<file path="src/rtl/stage_id_pipe.sv">
// Decode stage with 2R1W regfile, write-back bypass, load-use stall and registered ID/EX output.
// Define STAGE_ID_CSR_EN to add the CSR/privileged-return outputs; otherwise SYSTEM decodes as illegal.
module stage_id_pipe #(
  parameter int XLEN   = 32,
  parameter int NREGS  = 32,
  parameter int HAZ_EN = 1
) (
  input  logic            clk,
  input  logic            rstn,
  input  logic            in_valid,
  output logic            in_ready,
  input  logic [31:0]     in_inst,
  input  logic [XLEN-1:0] in_pc,
  input  logic            flush,
  input  logic            wb_en,
  input  logic [4:0]      wb_addr,
  input  logic [XLEN-1:0] wb_data,
  output logic            out_valid,
  input  logic            out_ready,
  output logic [XLEN-1:0] out_pc,
  output logic [XLEN-1:0] out_rs1_data,
  output logic [XLEN-1:0] out_rs2_data,
  output logic [XLEN-1:0] out_imm,
  output logic [4:0]      out_rs1,
  output logic [4:0]      out_rs2,
  output logic [4:0]      out_rd,
  output logic [3:0]      out_func,
`ifdef STAGE_ID_CSR_EN
  output logic [1:0]      out_csr_op,
  output logic [1:0]      out_priv_ret,
  output logic [11:0]     out_csr_addr,
`endif
  // {illegal, br, br_addr_mode, mem_read, mem_write, mem2reg, regs_write, alu_src2[1:0], alu_src1[1:0], alu_op[2:0]}
  output logic [13:0]     out_ctrl
);

  localparam int         AW      = (NREGS > 1) ? $clog2(NREGS) : 1;
  localparam logic [5:0] NR      = 6'(NREGS);
  localparam int         C_MEMRD = 10;

  localparam logic [6:0] OP_R = 7'h33, OP_I = 7'h13, OP_LD = 7'h03, OP_ST = 7'h23,
                         OP_BR = 7'h63, OP_JAL = 7'h6f, OP_JALR = 7'h67,
                         OP_LUI = 7'h37, OP_AUIPC = 7'h17, OP_SYS = 7'h73;

  logic [6:0] opc;
  logic [2:0] f3;
  logic [4:0] rs1_f, rs2_f, rd_f, rs1_idx, rs2_idx, rd_idx;
  logic       rs1_used, rs2_used, rd_used, legal, bad_reg, illegal;
  logic       br, br_mode, mrd, mwr, m2r, rw;
  logic [1:0] src1, src2;
  logic [2:0] aop;
  logic [XLEN-1:0] imm, rs1_data, rs2_data;
  logic [13:0] ctrl_d;
  logic       wb_we, hazard, accept;
  logic [XLEN-1:0] rf [NREGS];

  assign opc   = in_inst[6:0];
  assign f3    = in_inst[14:12];
  assign rs1_f = in_inst[19:15];
  assign rs2_f = in_inst[24:20];
  assign rd_f  = in_inst[11:7];

  always_comb begin
    rs1_used = 1'b1; rs2_used = 1'b0; rd_used = 1'b1; legal = 1'b1;
    br = 1'b0; br_mode = 1'b0; mrd = 1'b0; mwr = 1'b0; m2r = 1'b0; rw = 1'b0;
    src1 = 2'b00; src2 = 2'b00; aop = 3'b000; imm = '0;
    // alu_src1: 00 rs1, 01 pc, 10 zero; alu_src2: 00 rs2, 01 imm, 10 const 4
    case (opc)
      OP_R:     begin rs2_used = 1'b1; rw = 1'b1; aop = 3'b010; end
      OP_I:     begin rw = 1'b1; src2 = 2'b01; aop = 3'b011; imm = XLEN'($signed(in_inst[31:20])); end
      OP_LD:    begin mrd = 1'b1; m2r = 1'b1; rw = 1'b1; src2 = 2'b01;
                      imm = XLEN'($signed(in_inst[31:20])); end
      OP_ST:    begin rs2_used = 1'b1; rd_used = 1'b0; mwr = 1'b1; src2 = 2'b01;
                      imm = XLEN'($signed({in_inst[31:25], in_inst[11:7]})); end
      OP_BR:    begin rs2_used = 1'b1; rd_used = 1'b0; br = 1'b1; aop = 3'b001;
                      imm = XLEN'($signed({in_inst[31], in_inst[7], in_inst[30:25], in_inst[11:8], 1'b0})); end
      OP_JAL:   begin rs1_used = 1'b0; br = 1'b1; rw = 1'b1; src1 = 2'b01; src2 = 2'b10;
                      imm = XLEN'($signed({in_inst[31], in_inst[19:12], in_inst[20], in_inst[30:21], 1'b0})); end
      OP_JALR:  begin br = 1'b1; br_mode = 1'b1; rw = 1'b1; src1 = 2'b01; src2 = 2'b10;
                      imm = XLEN'($signed(in_inst[31:20])); end
      OP_LUI:   begin rs1_used = 1'b0; rw = 1'b1; src1 = 2'b10; src2 = 2'b01;
                      imm = XLEN'($signed({in_inst[31:12], 12'b0})); end
      OP_AUIPC: begin rs1_used = 1'b0; rw = 1'b1; src1 = 2'b01; src2 = 2'b01;
                      imm = XLEN'($signed({in_inst[31:12], 12'b0})); end
`ifdef STAGE_ID_CSR_EN
      OP_SYS:   begin rw = (f3 != 3'b000); imm = XLEN'($signed(in_inst[31:20])); end
`endif
      default:  legal = 1'b0;
    endcase
  end

  assign bad_reg = (rs1_used & ({1'b0, rs1_f} >= NR)) | (rs2_used & ({1'b0, rs2_f} >= NR)) |
                   (rd_used & ({1'b0, rd_f} >= NR));
  assign illegal = ~legal | bad_reg;
  assign ctrl_d  = illegal ? 14'h2000 : {1'b0, br, br_mode, mrd, mwr, m2r, rw, src2, src1, aop};
  assign rs1_idx = rs1_used ? rs1_f : 5'd0;
  assign rs2_idx = rs2_used ? rs2_f : 5'd0;
  assign rd_idx  = rd_used  ? rd_f  : 5'd0;

  assign wb_we = wb_en & (wb_addr != 5'd0) & ({1'b0, wb_addr} < NR);

  function automatic logic [XLEN-1:0] rf_read(input logic [4:0] idx);
    if (idx == 5'd0 || {1'b0, idx} >= NR) return '0;
    if (wb_we && wb_addr == idx) return wb_data;
    return rf[idx[AW-1:0]];
  endfunction

  assign rs1_data = rf_read(rs1_idx);
  assign rs2_data = rf_read(rs2_idx);

  always_ff @(posedge clk or negedge rstn) begin
    if (!rstn) begin
      for (int i = 0; i < NREGS; i++) rf[i] <= '0;
    end else if (wb_we) begin
      rf[wb_addr[AW-1:0]] <= wb_data;
    end
  end

  // The load in ID/EX cannot forward to a dependent instruction still in decode.
  assign hazard = (HAZ_EN != 0) & out_valid & out_ctrl[C_MEMRD] & (out_rd != 5'd0) &
                  ((rs1_used & (rs1_f == out_rd)) | (rs2_used & (rs2_f == out_rd)));
  assign in_ready = flush | ((~out_valid | out_ready) & ~hazard);
  assign accept   = in_valid & in_ready & ~flush;

`ifdef STAGE_ID_CSR_EN
  logic [1:0] csr_op_d, priv_ret_d;
  always_comb begin
    csr_op_d = 2'b00;
    if (opc == OP_SYS) begin
      if (f3 == 3'b001)      csr_op_d = 2'b01;
      else if (f3 == 3'b010) csr_op_d = 2'b10;
    end
    priv_ret_d = (in_inst == 32'h3020_0073) ? 2'b01 :
                 (in_inst == 32'h1020_0073) ? 2'b10 : 2'b00;
  end
`endif

  always_ff @(posedge clk or negedge rstn) begin
    if (!rstn) begin
      out_valid <= 1'b0; out_pc <= '0; out_rs1_data <= '0; out_rs2_data <= '0; out_imm <= '0;
      out_rs1 <= '0; out_rs2 <= '0; out_rd <= '0; out_func <= '0; out_ctrl <= '0;
`ifdef STAGE_ID_CSR_EN
      out_csr_op <= '0; out_priv_ret <= '0; out_csr_addr <= '0;
`endif
    end else if (flush) begin
      out_valid <= 1'b0;
    end else if (accept) begin
      out_valid    <= 1'b1;
      out_pc       <= in_pc;
      out_rs1_data <= rs1_data;
      out_rs2_data <= rs2_data;
      out_imm      <= imm;
      out_rs1      <= rs1_idx;
      out_rs2      <= rs2_idx;
      out_rd       <= rd_idx;
      out_func     <= {in_inst[30], f3};
      out_ctrl     <= ctrl_d;
`ifdef STAGE_ID_CSR_EN
      out_csr_op   <= csr_op_d;
      out_priv_ret <= priv_ret_d;
      out_csr_addr <= in_inst[31:20];
`endif
    end else if (out_ready) begin
      out_valid <= 1'b0;
    end
  end

endmodule

</file>
<file path="config.mk">
export PLATFORM = sky130hd
export DESIGN_NAME = stage_id_pipe
export DESIGN_NICKNAME = d
export VERILOG_FILES = /design/src/rtl/stage_id_pipe.sv
export SDC_FILE = /design/constraint.sdc
export NUM_CORES = 2
export LEC_CHECK = 0
export CAP_MARGIN = 20
export CORE_MARGIN = 10
export CORE_UTILIZATION = 60
export CTS_CLUSTER_SIZE = 8
export DETAILED_ROUTE_END_ITERATION = 7
export PLACE_DENSITY = 0.76
export SLEW_MARGIN = 5
export SYNTH_ARGS = -nofsm -noshare
export SYNTH_HDL_FRONTEND = slang
export SYNTH_SLANG_ARGS = --single-unit
export TNS_END_PERCENT = 100
</file>
<file path="constraint.sdc">
create_clock -name clk -period 6.58 [get_ports clk]
set_input_delay 1.316 -clock clk [delete_from_list [all_inputs] [get_ports clk]]
set_output_delay 1.316 -clock clk [all_outputs]
set_load 0.01 [all_outputs]
</file>
== Yosys cells after proc, flatten, opt, wreduce, memory -nomap -nowiden ==
Cells that the tools add are included.
Cells by class
  order comparisons: 4
  equal/unequal tests: 13
  muxes and demuxes: 42
  bitwise logic cells: 18
  reduce and logical (&&, ||, !) cells: 20
Operator list (count)
  1024-bit bitwise mux: 1
  32-bit 2-to-1 mux: 13
  32-bit binary-select mux with 5-bit select: 2
  32-bit demux with 5-bit select: 1
  32-bit case mux with 5 select lines: 1
  7-bit by 6-bit == test with 1-bit output, second input constant: 3
  7-bit == test, second input constant: 3
  5-bit == test: 4
  6-bit >= comparator, second input constant: 3
  5-bit inverter with 6-bit output: 3
  1-bit 2-to-1 mux: 17
  5-bit 2-to-1 mux: 3
  3-bit OR reduction: 5
  7-bit by 5-bit == test with 1-bit output, second input constant: 2
  14-bit 2-to-1 mux: 1
  5-bit logical NOT: 2
  5-bit nonzero test: 2
  1-bit AND: 9
  9-bit OR reduction: 1
  2-bit case mux with 2 select lines: 2
  7-bit by 2-bit == test with 1-bit output, second input constant: 1
  7-bit OR reduction: 1
  6-bit by 1-bit < comparator with 1-bit output, second input constant: 1
  2-bit case mux with 3 select lines: 1
  7 further kinds: 15
Storage, ports and cells
  bits in registers: 1186
  input bits: 107
  output and inout bits: 163
  logic and storage cells: 139

== Logic depth before layout (Yosys ltp) ==
  depth after elaboration: 13
  mapped depth: 12
  mapped depth without buffers: 8

== Worst setup path before layout ==
Ideal clock, no wire load.
  path kind: input -> output
  start: input in_inst[2]
  end: output in_ready
  arrival time: 2.570 ns
  data required time: 5.264 ns
  setup slack: 2.694 ns
  stages on the path: 7
  path buffers: 2
  path through: buf_2 -> and4bb_1 -> buf_4 -> nand2_1 -> o41ai_1 -> o21a_1 -> inv_2
On the way
  cells in the longest elaborated chain, start to end: 9
  elaborated cells between the ends (all ways): 17
  classes of those cells: eq/ne: 6; mux: 2; bitwise: 7; reduce/logical: 2
RTL lines
  from (decl): line 12  | input logic [31:0] in_inst,
  7-bit by 5-bit == test with 1-bit output, or another cell as far along: line 68  | case (opc)
  3-bit OR reduction (no line)
  1-bit 2-to-1 mux: line 68
  1-bit AND: line 121  | ((rs1_used & (rs1_f == out_rd)) | (rs2_used & (rs2_f == out_rd)));
  1-bit OR *: line 121
  1-bit AND *: line 120  | assign hazard = (HAZ_EN != 0) & out_valid & out_ctrl[C_MEMRD] & (out_rd != 5'd0) &
  1-bit inverter *: line 122  | assign in_ready = flush | ((~out_valid | out_ready) & ~hazard);
  1-bit AND *: line 122
  1-bit OR *: line 122
  to (decl): line 11  | output logic in_ready,
Every way passes the cells marked *; elsewhere a longest branch is shown, timed or not.

== Worst setup path after layout ==
Ends and elaborated chain as after synthesis.

==> flow_summary.ini <==
[power_and_ir_drop]
ir_drop_uv = 197.7
power_density_mw_per_mm2 = 292.3
p_leak_nw = 30.85

[clock_network]
post_cts_resized = 0
clk_path_buf_depth = 3
post-cts-setup-buffer-count = 0
htreeDepth = 4
cts_tree = done
clkTransAtPathRegs_ns = 0.05
ctsRootBufferMaster = clkbuf_16
hold_buffers = 0
clock_sinks = 1184
clkLatencyLatePin_ns = 0.78
cts_buffers = 166

[floorplanning]
io_pins = 270
rows = 119
die_w_um = 345.8
dieHeight_um = 345.8
core_area_mm2 = 0.1053
die_area_mm2 = 0.1196
start_util_pct = 60.50

[hold_path]
worstHoldPathCells = 0
hold_path_end = rf[1007]$_DFFE_PN0P_
hp-class = flop to flop
hold_start = rf[1007]$_DFFE_PN0P_

[worst_setup_path]
worstPathRequired_ns = 5.26
start_kind = input pin
r2r_end = out_rs2_data[30]$_DFFE_PN0P_
rr_worst_depth = 8
reg2reg_setup_slack_ns = 2.94
timing.rr.start = out_rd[0]$_DFFE_PN0P_
worstPathArrival_ns = 4.42
critical_path.top_delay_family = buffers and inverters
path_max_fanout = 15
endpoint_kind = output pin
slowest_stage = and4bb_4
cp_cell_sequence = clkdlybuf4s50_1 -> and4bb_4 -> nand2_1 -> buf_4 -> o41ai_1 -> o21a_1 -> inv_2 -> clkdlybuf4s50_1
path_class = input pin to output pin
critical-path-max-stage-delay_ns = 0.74
critical_path.most_common_cell = clkdlybuf4s50_1
timing.critical_path.buf_inv = 4

[synthesis]
synthCells = 5704
synth_cell_types = 92
yosysWarnings = 0
netlist_area_mm2 = 0.06368
synth_top_cell_area_share_pct = 46.52
synth_edf_count = 0
synth-seq-cells = 1184
synth.avg_cell_area_um2 = 11.16
syn_nets = 5811
seq_area_frac_synth_pct = 46.52
ys.flop_type = dfrtp_1
async_flop_share_pct = 100.0
synth_top_area_cell = dfrtp_1
synth.top_cells.by_area = dfrtp_1 (47%), mux2_2 (19%), mux2i_1 (7.3%)

[cells_and_area]
nNetsFinal = 5844
area_delta_synth_final_pct = 14.00
fillers = 7613
final_cell_mix = dfrtp_1 (1184), mux2_2 (1085), nand2_1 (518)
layout_commonest_cell = dfrtp_1
multi_input_area_mm2 = 0.03177
seqCellArea_mm2 = 0.02963
layout-drive-gt1-share_pct = 28.35
final_core_util_pct = 68.97

[global_routing]
track_usage_pct = 41.74
antenna_found_initial = 29
grt_first_pass_wirelength_um = 372500
grt_max_degree = 192
grt_pass1_vias = 53760
grt_overflow = 0

[sta]
setup_violations = 0
tns_ns = 0
fin_crit_sh_pct = 87.13
hold_viol_final = 0
period_needed_ns = 5.733
slew_violations = 0
grt_setup_unrepaired = false
fin_skew_ns = 0.03227
max-slew-margin-rel_pct = 9.660
fmax_mhz = 174.4
worst_pin_slew_ns = 1.355

[routing]
drt_iter0_drc = 10200
post_drt_wl_per_cell_um = 36.43
drc_errors = 28
first_pass_iters = 8
ant_nets = 0
num_vias = 55760
routed_wl_um = 261000
vias_per_cell = 7.783

[placement]
place.gp.congestion = 0.9638
port_buffers = 268
dp.final_hpwl_um = 151300

[status]
outcome = complete, but fails checks
failed_checks = DRC

[flow_run]
cap_viol_max_count = 0
routing by layer:
metal  share of wire, %  global-route usage, %  vias to the layer above
li1                   -                      -                    21330
met1                 35                  52.31                    27330
met2                 39                  55.07                     5490
met3                 17                  20.73                     1571
met4                8.5                  29.62                       34
met5              0.099                      0                        -
kinds of logic (layout without fill, tap and decap cells):
| logic type | Yosys count | in the layout | synth area share [%] |
|---|---|---|---|
| multiplexers | 1580 | 1580 | 27.59 |
| AO/OA/AOI/OAI | 1257 | 1257 | 14.00 |
| flip-flops | 1184 | 1184 | 46.52 |
| AND/OR/NAND/NOR | 1013 | 1013 | 7.201 |
| buffers and inverters | 653 | 699 | 4.454 |
| XOR/XNOR | 16 | 16 | 0.2200 |
| other | 1 | 24 | 0.005888 |
report_power, final:
group          leakage (nW)  total, mW  switching (mW)  internal, mW
combinational          13.5       3.90            1.92          1.98
clock                  2.15       7.65            3.15          4.50
sequential             15.2       9.66            1.08          8.59
total                  30.9       21.2            6.15          15.1
Yosys cell counts, drive strengths merged (9+ instances only):
library cell,instances
a32oi,27
nor2,125
o31ai,34
a221oi,113
o211ai,53
o21a,11
nor2b,33
a22oi,68
o221a,16
a41oi,11
o221ai,50
dfrtp,1184
a211oi,123
mux2i,463
nor4,12
mux4,32
nand3,149
o22ai,52
inv,32
and2,17
nand2,534
a31oi,77
a221o,31
nand4,29
clkbuf,340
o311ai,26
or2,13
o2111ai,12
xnor2,11
o32ai,14
mux2,1085
a22o,39
o21ai,210
nor3,43
buf,281
and4,13
a21oi,214
a311o,9
metrics by stage:
stage	cells	setup slack (ns)	instance area [µm²]	hold slack, ns	power, mW
4_1_cts	7121	0.9849	72260	0.4003	20.98
3_5_place_dp	6940	0.9786	67900	0.3876	13.44
3_3_place_gp	6936	1.022	67800	0.3674	13.22
6_report	7164	0.8465	72600	0.4003	21.22
2_1_floorplan	5704	2.694	63680	0.4290	11.95
5_1_grt	7144	0.8006	72550	0.4096	21.86
sequential cells by signal (all words and copies together) (netlist names):
name	cells
out_func	4
rf	1024
out_ctrl	12
out_imm	32
out_rs1_data	32
out_valid	1
out_rs2	5
out_rs1	5
out_pc	32
out_rd	5
out_rs2_data	32
final cells by class:
class,instances,share of cell area (%)
sequential,1184,40.81
clock buffer,170,5.844
antenna,23,0.07928
timing repair buffer,486,6.778
tap,1391,2.397
clock inverter,11,0.1689
multi-input combinational,3867,43.76
inverter,32,0.1655
how the worst max path moves through the flow:
stage	startpoint	end	slack [ns]	depth (start not counted)
final	in_inst[2]	in_ready	0.85	8
after global routing	in_inst[2]	in_ready	0.80	8
after CTS	in_inst[2]	in_ready	0.98	8
after global placement	in_inst[2]	in_ready	1.02	8
after floorplan	in_inst[2]	in_ready	2.69	7
after detailed placement	in_inst[2]	in_ready	0.98	8
Note: power is estimated with default switching activity, not from simulation.
